## src/rtl/fetch_unit.sv

```systemverilog
// rtl/fetch_unit.sv - RV32I instruction fetch stage: PC owner, in-order imem requester,
// small fetch queue feeding IF/ID with NOP bubbles, stall hold and redirect squash.
module fetch_unit #(
  parameter logic [31:0] RESET_PC = 32'h0000_0000,
  parameter int          DEPTH    = 4
) (
  input  logic        clk,
  input  logic        rst,
  input  logic        stall,
  input  logic        redirect,
  input  logic [31:0] redirect_pc,
  output logic        imem_req_valid,
  output logic [31:0] imem_req_addr,
  input  logic        imem_req_ready,
  input  logic        imem_rsp_valid,
  input  logic [31:0] imem_rsp_data,
  output logic        fetch_valid,
  output logic [31:0] pc_if,
  output logic [31:0] instr_if,
  output logic [31:0] pc_plus4_if
);

  localparam int AW = $clog2(DEPTH);
  localparam int CW = AW + 1;
  localparam logic [31:0] NOP = 32'h0000_0013;

  logic [31:0]      fpc;
  logic [31:0]      q_pc    [DEPTH];
  logic [31:0]      q_instr [DEPTH];
  logic [DEPTH-1:0] q_rdy;
  logic [AW-1:0]    head;
  logic [CW-1:0]    occ;
  logic [CW-1:0]    pend;
  logic [CW-1:0]    kill;

  logic [AW-1:0]    tail;
  logic [AW-1:0]    rsp_slot;
  logic [CW:0]      inflight;
  logic             accept;
  logic             rsp_live;
  logic             rsp_drop;
  logic             pop;

  // Unready slots are always the youngest allocated ones, so the next
  // response lands pend slots behind the tail.
  assign tail     = head + occ[AW-1:0];
  assign rsp_slot = tail - pend[AW-1:0];
  assign inflight = {1'b0, occ} + {1'b0, kill};

  assign imem_req_valid = !rst && !redirect && (inflight < (CW+1)'(DEPTH));
  assign imem_req_addr  = fpc;
  assign accept         = imem_req_valid && imem_req_ready;
  assign rsp_drop       = imem_rsp_valid && (kill != '0);
  assign rsp_live       = imem_rsp_valid && (kill == '0) && (pend != '0);

  assign fetch_valid = !rst && (occ != '0) && q_rdy[head];
  assign pop         = fetch_valid && !stall && !redirect;
  assign pc_if       = fetch_valid ? q_pc[head] : 32'h0;
  assign instr_if    = fetch_valid ? q_instr[head] : NOP;
  assign pc_plus4_if = fetch_valid ? q_pc[head] + 32'd4 : 32'h0;

  always_ff @(posedge clk) begin
    if (rst) begin
      fpc   <= RESET_PC;
      head  <= '0;
      occ   <= '0;
      pend  <= '0;
      kill  <= '0;
      q_rdy <= '0;
    end else if (redirect) begin
      // Every still-outstanding live request becomes a beat to discard.
      fpc   <= redirect_pc & ~32'h3;
      occ   <= '0;
      pend  <= '0;
      q_rdy <= '0;
      kill  <= kill + pend - CW'(rsp_drop || rsp_live);
    end else begin
      if (accept) begin
        q_pc[tail]  <= fpc;
        q_rdy[tail] <= 1'b0;
        fpc         <= fpc + 32'd4;
      end
      if (rsp_live) begin
        q_instr[rsp_slot] <= imem_rsp_data;
        q_rdy[rsp_slot]   <= 1'b1;
      end
      if (rsp_drop)
        kill <= kill - CW'(1);
      if (pop)
        head <= head + AW'(1);
      occ  <= occ + CW'(accept) - CW'(pop);
      pend <= pend + CW'(accept) - CW'(rsp_live);
    end
  end

endmodule

```

## config.mk

```make
export PLATFORM = sky130hd
export DESIGN_NAME = fetch_unit
export DESIGN_NICKNAME = d
export VERILOG_FILES = /design/src/rtl/fetch_unit.sv
export SDC_FILE = /design/constraint.sdc
export NUM_CORES = 1
export LEC_CHECK = 0
export CORE_UTILIZATION = 58
export DETAILED_ROUTE_END_ITERATION = 16
export PLACE_DENSITY = 0.84
export SLEW_MARGIN = 25
export SYNTH_ARGS = -nofsm -noshare
export SYNTH_HDL_FRONTEND = slang
export SYNTH_SLANG_ARGS = --single-unit
```

## constraint.sdc

```tcl
create_clock -name clk -period 10.84 [get_ports clk]
set_input_delay 3.252 -clock clk [delete_from_list [all_inputs] [get_ports clk]]
set_output_delay 3.252 -clock clk [all_outputs]
set_load 0.05 [all_outputs]
```

### Yosys cells after proc, flatten, opt, wreduce, memory -nomap -nowiden

Memory sizes are Yosys's and may differ from the RTL's. A register that Yosys moved wholly into a read port is not among the register bits.
Index checks and enable logic that the tools add are counted.

| operators by class | value |
|---|---|
| bitwise logic cells | 4 |
| add/sub/neg operators | 13 |
| mux-type cells | 29 |
| magnitude comparators | 6 |
| reduce and logical (&&, ||, !) cells | 24 |

Operator list:

| operator | number |
|---|---|
| 32-bit two-way mux | 5 |
| 32-bit by 3-bit adder with 32-bit output, second input constant | 2 |
| 4-bit two-way mux | 4 |
| 1-bit logical AND | 12 |
| 1-bit two-way mux | 11 |
| 2-bit by 3-bit less-than comparator with 1-bit output, second input constant | 3 |
| 3-bit nonzero test | 3 |
| 3-bit by 1-bit subtractor with 3-bit output | 3 |
| 2-bit two-way mux | 4 |
| 3-bit by 1-bit adder with 3-bit output | 2 |
| 3-bit two-way mux | 2 |
| 3-bit by 3-bit adder with 4-bit output | 1 |
| 4-bit AND | 1 |
| 1-bit demux with 2-bit select | 2 |
| 2-bit by 1-bit greater-or-equal comparator with 1-bit output, second input constant | 2 |
| 4-bit by 3-bit less-than comparator with 1-bit output, second input constant | 1 |
| 4-bit NOT | 1 |
| 4-bit OR | 1 |
| 2-bit nonzero test | 2 |
| 3-bit adder | 1 |
| 1-bit zero test | 3 |
| 3-bit zero test | 1 |
| 3-bit by 1-bit subtractor with 3-bit output, second input constant | 1 |
| 2-bit by 1-bit adder with 2-bit output, second input constant | 1 |
| other kinds (7) | 7 |

| word-level totals | value |
|---|---|
| flip-flop bits (word level) | 47 |
| output and inout port bits | 130 |
| memories kept | 2 |
| bits in writable memories | 256 |

Memory list:

| memory | depth | width | read ports | clocked after Yosys merged registers in | wr ports | RTL line | RTL |
|---|---|---|---|---|---|---|---|
| q_instr | 4 | 32 | 1 | 1 | 1 | 29 | `logic [31:0] q_instr [DEPTH];` |
| q_pc | 4 | 32 | 1 | 1 | 1 | 28 | `logic [31:0] q_pc [DEPTH];` |

### Depth between registers and ports, before layout

Gate-level depths: netlist (run 1).

| depth | value |
|---|---|
| depth in word-level cells | 12 |
| depth in mapped cells | 14 |
| gate-level depth less buffers | 13 |

### Worst setup path before layout (run 1)

OpenSTA, ideal clock, no wires.

| timing path | value |
|---|---|
| path kind | input to output |
| from | input port rst |
| to | output port pc_plus4_if[28] |
| data required time | 7.588 ns |
| slack | 2.321 ns |
| data arrival time | 5.267 ns |
| stages | 6 |
| cell sequence | clkbuf_1 -> inv_1 -> o311ai_0 -> clkbuf_1 -> nor2b_1 -> mux2_1 |

| between the ends | value |
|---|---|
| cells in the longest elaborated chain, start to end | 4 |

Ends and longest elaborated chain:

| item | RTL line | RTL |
|---|---|---|
| start: declaration | 8 | `input logic rst,` |
| 1-bit zero test | 56 | `assign fetch_valid = !rst && (occ != '0) && q_rdy[head];` |
| 1-bit logical AND (2 in series) | 56 |  |
| 32-bit two-way mux | 60 | `assign pc_plus4_if = fetch_valid ? q_pc[head] + 32'd4 : 32'h0;` |
| end: declaration | 20 | `output logic [31:0] pc_plus4_if` |

Every way passes these cells.

### Final worst setup path (run 1)

Ends and elaborated chain as after synthesis.

==> reports/summary.txt, run 1 <==
1st-iter DRT viols -> 703
Post-synth top flop -> edfxtp_1
Boundary Pins -> 200
Vias/cell -> 6.15
Synth cell types -> 60
RSZ-0062 raised after global routing -> false
chip height -> 152 um
area leader, netlist -> edfxtp_1
Fin Setup TNS -> 0 ps
compound-cell area share of the yosys netlist -> 4.40%
CTS Sinks -> 295
EDFF count, synth -> 248
Seq cells post-synth -> 295
leakage -> 0.00514 uW
vias after detailed routing -> 8,310
main combinational cell family by area after synthesis -> multiplexers
largest net degree at the start of global routing -> 95
syn_area_per_cell -> 15.0 um2
final WL -> 30,200 um
Post-CTS Hold Fix Bufs -> 0
initial antenna violation count -> 0
clk slew on worst S/H paths -> 70 ps
setup bufs post-CTS -> 0
max-cap violation count -> 0
dpl cells -> 1,300
# nets final -> 1,138
Final setup viols -> 0
CTS resizes -> 0
clock latency on the worst-skew pair -> 560 ps
clock skew -> 27.6 ps
reg2reg setup slack -> 6840 ps
Synthesis Warnings -> 0
HP Class -> register to register
worst slew pin tran -> 858 ps
Core Region -> 0.0219 mm2
Worst Path Required -> 7590 ps
largest cells by area after synthesis -> edfxtp_1 (57%), mux4_2 (9.5%), dfxtp_1 (7.3%), nor2b_1 (2.8%), mux4_1 (1.6%)
clk buf depth -> 3
die width -> 152 um
full die area -> 0.0230 mm2
port bufs -> 191
share of cells above drive strength 1 -> 13.2%
fin crit share -> 86.0%
pwr dens -> 152 mW/mm2
crit path DAT -> 6080 ps
first-pass GRT wire length -> 44,600 um
vias in the first global route -> 7,765
GRT overflow -> 0
fraction of registers with async set/reset -> 0%
synthesized area -> 0.0130 mm2
xor and xnor area share after synthesis -> 2.16%
mux cell area share after synthesis -> 12.5%
Ant. Diodes -> 0
drt drc -> 0
post-route ant nets -> 0
Placer Congestion -> 0.833
1st-pass router iterations -> 5
CTS Root Cell -> clkbuf_16
Synth Instances -> 863
adder-cell share of the synthesized area -> 1.91%
VDD IR-drop max -> 0.000109 V
TritonCTS Buffers -> 28
CTS HTree Levels -> 1
Setup Crit Path Kind -> input pin to output pin
Worst Path Max Fanout -> 94
area grow syn2layout -> 24.0%
Worst Setup Start Kind -> input pin
FMAX -> 107 MHz
hpwl dp -> 19,300 um
Initial Utilization -> 59.3%
CTS tree -> yes
minimum clock period -> 9330 ps
final cell count without fillers -> 1,352
Synth Area in Simple Gates -> 11.5%
per-cell routed wire length -> 22.3 um
Yosys top cell area share -> 57.4%
status -> finished, final reports clean
sequential share of the synthesized area -> 64.6%
Slew headroom -> 42.8%
Worst setup EP type -> output pin
Final Slew Violations -> 0
Tot GR Track Use -> 26.2%
row count -> 54
final hold vios -> 0
==> cells by family (layout without fill, tap and decap cells) <==
family,count (synthesis),in the layout
compound gates,92,92
fa+ha+maj,18,18
mux,79,79
flops,295,295
other cells,1,6
xor+xnor,32,32
simple gates,270,270
buf+inv,76,280
==> metal layers <==
layer  vias up  routed length (um)  track usage, %
met5         -                   0               0
met4         0                 926            8.51
met3        69                2440            3.71
met2       402               14400            41.9
met1      4132               12500            37.4
li1       3707                   -               -
==> where the power goes <==
group	internal (uW)	leakage, uW	switching [uW]	total, uW
registers	1250	0.00264	27.5	1280
clock network	562	0.000443	413	975
logic	80.8	0.00205	110	191
total	1890	0.00514	551	2440
==> cells in the mapped netlist (2+ instances only) <==
master    instances
edfxtp_1        248
a311oi_1          3
clkbuf_1         30
and4_1            5
buf_2             6
ha_1             15
xnor2_1          18
nor3b_1           3
a32oi_1           4
nor4b_1           2
o21ai_0          21
fa_1              3
inv_1            24
and3_1           14
buf_6             4
a311o_1           2
a31oi_1           8
and2_1            9
buf_1             2
o211ai_1          3
nand2b_1          2
nand4_2           2
nor4_1           11
dfxtp_1          47
o21bai_1          2
or3_1            11
mux2_2           13
xor2_1           14
mux4_1            8
nand4_1          17
mux4_2           55
nor2_1           50
a211oi_1          5
or2_2             6
nor2b_1          58
or4_4             2
buf_4             8
a21oi_1          33
nor3_1           17
nand2_1          41
o22ai_1           2
mux2i_1           2
nand3_1          16
==> final cells by class <==
cell class	count	area, um2
clock buffers	37	754
clock inverters	15	165
fillers	1359	5800
inverters	25	93.8
multi-input cells	497	4280
flip-flops and latches	295	8390
well taps	280	350
repair buffers	203	2050
==> metrics by stage <==
| stage | worst slack, ps | total power, uW | hold WS (ps) | util (%) | cell area [um2] |
|---|---|---|---|---|---|
| floorplan | 2320 | 1410 | 429 | - | 13000 |
| global placement | 1590 | 1480 | 434 | 69.1 | 15100 |
| detailed placement | 1570 | 1490 | 447 | 69.3 | 15200 |
| CTS | 1550 | 2450 | 478 | 73.5 | 16100 |
| global route | 1430 | 2510 | 496 | 73.5 | 16100 |
| finish | 1510 | 2440 | 488 | 73.5 | 16100 |
==> worst max-delay path, cell delays in order <==
cell	delay, ps
clkdlybuf4s50_1	450
buf_4	360
inv_1	230
o311ai_2	160
buf_12	340
nor2b_1	130
mux2_1	300
clkdlybuf4s50_1	720
==> sequential cells by signal (all words and copies together) (netlist names), named ones only <==
register / flops
occ: 3
q_rdy: 4
imem_req_addr: 30
head: 2
q_pc: 120
pend: 3
q_instr: 128
kill: 3
==> cell usage in the layout, fill, tap and decap left out, types with 11 or more instances in the layout <==
cell	n
xnor2_1	18
nor2b_1	58
nand3_1	16
nor3_1	13
nand4_1	17
dfxtp_1	45
clkdlybuf4s50_1	191
clkbuf_16	28
nand2_1	41
mux4_2	55
o21ai_0	21
edfxtp_1	248
mux2_2	13
a21oi_1	33
nor2_1	48
and3_1	12
nor4_1	11
xor2_1	14
or3_1	11
ha_1	15
inv_1	24
==> final timing paths <==
check | start | to | cells past startpoint
hold / removal | q_rdy[1] | q_rdy[1] | 2
setup reg to reg | occ[1] | pend[2] | 13
hold reg to reg | q_rdy[1] | q_rdy[1] | 2
setup / recovery | rst | pc_plus4_if[28] | 8
No activity file was read; power rests on OpenSTA's default activity.
==> run 2: changes to the inputs <==
- CORE_UTILIZATION: 58 -> 54
- PLACE_DENSITY: 0.84 -> 0.79
- clock period: 10.84 -> 8.6 ns (I/O delays scaled with it)
==> run 2 against run 1 <==
Critical path depth down 2. Sequential share of layout area down 0.58 points. Largest power group unchanged. Core utilization down 4.4 points. Critical endpoint is now pc_plus4_if[17].
==> reports/summary.txt, run 2 (synthesis gave the netlist of run 1 again) <==
post-route ant nets -> 0 (unchanged)
TritonCTS Buffers -> 29 (was 28)
HP Class -> register to register (unchanged)
CTS HTree Levels -> 1 (unchanged)
largest net degree at the start of global routing -> 66 (was 95)
1st-iter DRT viols -> 736 (was 703)
Worst setup EP type -> output pin (unchanged)
Tot GR Track Use -> 24.1% (was 26.2%)
worst slew pin tran -> 895 ps (was 858 ps)
clock skew -> 17.3 ps (was 27.6 ps)
setup bufs post-CTS -> 0 (unchanged)
minimum clock period -> 7350 ps
GRT overflow -> 0 (unchanged)
Final Slew Violations -> 0 (unchanged)
commonest non-fill, non-tap cells in the layout -> edfxtp_1 (248), clkdlybuf4s50_1 (146), nor2b_1 (58), mux4_2 (55), nor2_1 (48) (was edfxtp_1 (248), clkdlybuf4s50_1 (191), nor2b_1 (58), mux4_2 (55), nor2_1 (48))
Biggest register -> q_instr (unchanged)
CTS resizes -> 0 (unchanged)
Worst Path Required -> 6020 ps (was 7590 ps)
final instance area -> 0.0163 mm2 (was 0.0161 mm2)
# nets final -> 1,142 (was 1,138)
Sw Ratio -> 21.9% (was 22.5%)
Placer Congestion -> 0.810 (was 0.833)
Boundary Pins -> 200 (unchanged)
RSZ-0062 raised after global routing -> false (unchanged)
vias after detailed routing -> 8,240 (was 8,310)
# fillers -> 1,575 (was 1,359)
Worst Setup Start Kind -> input pin (unchanged)
Slew headroom -> 40.3% (was 42.8%)
Initial Utilization -> 55.1% (was 59.3%)
fin crit share -> 85.4%
initial antenna violation count -> 0 (unchanged)
clock latency on the worst-skew pair -> 550 ps (was 560 ps)
crit-path cells -> clkdlybuf4s50_1, inv_1, o311ai_2, buf_12, nor2_1, clkdlybuf4s50_1 (was clkdlybuf4s50_1, buf_4, inv_1, o311ai_2, buf_12, nor2b_1, mux2_1, clkdlybuf4s50_1)
placed instance area -> 0.0153 mm2 (was 0.0152 mm2)
Flop pwr share -> 51.1% (was 52.3%)
Core Region -> 0.0235 mm2 (was 0.0219 mm2)
Vias/cell -> 5.91 (was 6.15)
per-cell routed wire length -> 21.1 um (was 22.3 um)
pwr dens -> 193 mW/mm2 (was 152 mW/mm2)
chip height -> 157 um (was 152 um)
Slowest-stage cell, CP -> clkdlybuf4s50_1 (unchanged)
full die area -> 0.0247 mm2 (was 0.0230 mm2)
Int Power -> 2460 uW (was 1890 uW)
drt drc -> 0 (unchanged)
most frequent CP cell -> clkdlybuf4s50_1 (unchanged)
area grow syn2layout -> 25.4% (was 24.0%)
CTS Sinks -> 295 (unchanged)
Worst Path Max Fanout -> 65 (was 94)
Place WS -> 1290 ps (was 1570 ps)
clk buf depth -> 3 (unchanged)
share of cells above drive strength 1 -> 18.0% (was 13.2%)
FMAX -> 136 MHz
setup ws final -> 1250 ps (was 1510 ps)
die width -> 157 um (was 152 um)
reg2reg setup slack -> 5570 ps (was 6840 ps)
VDD IR-drop max -> 0.000132 V (was 0.000109 V)
CTS Root Cell -> clkbuf_16 (unchanged)
hpwl dp -> 18,800 um (was 19,300 um)
final hold vios -> 0 (unchanged)
Final Util -> 69.1% (was 73.5%)
first-pass GRT wire length -> 44,700 um (was 44,600 um)
P_sw -> 688 uW (was 551 uW)
max-cap violation count -> 0 (unchanged)
most common cell after layout, fill and taps aside -> edfxtp_1 (unchanged)
final WL -> 29,400 um (was 30,200 um)
Final setup viols -> 0 (unchanged)
Comb power frac -> 7.7% (was 7.8%)
clock power share -> 41.2% (was 39.9%)
CTS tree -> yes (unchanged)
Post-CTS Hold Fix Bufs -> 0 (unchanged)
crit-path max cell delay -> 850 ps (was 720 ps)
Ant. Diodes -> 0 (unchanged)
port bufs -> 191 (unchanged)
1st-pass router iterations -> 6 (was 5)
Setup Crit Path Kind -> input pin to output pin (unchanged)
max reg flops -> 128 (unchanged)
leakage -> 0.00531 uW (was 0.00514 uW)
status -> finished, final reports clean (unchanged)
crit path DAT -> 4770 ps (was 6080 ps)
vias in the first global route -> 7,928 (was 7,765)
clk slew on worst S/H paths -> 60 ps (was 70 ps)
row count -> 56 (was 54)
Fin Setup TNS -> 0 ps (unchanged)
## run 2: changes by cell type in the layout (fill, tap and decap cells not counted), moves of 2 or more
| cell | change |
|---|---|
| clkdlybuf4s50_1 | -45 |
| clkinv_2 | +3 |
| buf_12 | +15 |
| bufinv_16 | +2 |
| clkinv_1 | -3 |
| buf_4 | +34 |
| inv_6 | +2 |
## run 2: through the flow
| step | hold WS, ps | cells | total power [uW] |
|---|---|---|---|
| detailed placement | 445 | 1342 | 1880 |
| global route | 485 | 1394 | 3240 |
| global placement | 441 | 1342 | 1870 |
| CTS | 454 | 1394 | 3160 |
| finish | 457 | 1394 | 3140 |
| floorplan | 429 | 868 | 1780 |
## run 2: layout make-up
type | instances | area [um2] | area share, %
Clock buffer | 37 | 766 | 4.71
Clock inverter | 15 | 208 | 1.28
Inverter | 25 | 93.8 | 0.577
Multi-Input combinational cell | 497 | 4280 | 26.3
Sequential cell | 295 | 8390 | 51.6
Tap cell | 319 | 399 | 2.45
Timing Repair Buffer | 206 | 2120 | 13.1
## run 2: path summary, 6_finish.rpt
kind            start               to  cells after the start
max               rst  pc_plus4_if[17]                      6
min          q_rdy[2]         q_rdy[2]                      2
max reg2reg    occ[1]          pend[2]                     13
min reg2reg  q_rdy[2]         q_rdy[2]                      2
## run 2: metal layers
layer  track usage [%]  wire length [um]  vias up
met1              34.8             12100     4059
li1                  -                 -     3713
met2              38.1             14100      426
met5                 0                 0        -
met4              7.30               610        0
met3              3.74              2510       42
## run 2: worst max-delay path, delay by kind of cell
kind	cells	cell delay (ps)
compound gates	1	190
simple gates	1	190
buf+inv	4	1720
## run 2: power groups by stage
stage / logic (uW) / clock network, uW / registers [uW]
after floorplan: 124 / 0 / 1660
after global placement: 234 / 0 / 1630
after detailed placement: 242 / 0 / 1640
after CTS: 244 / 1310 / 1610
after global routing: 265 / 1360 / 1610
final: 242 / 1290 / 1610
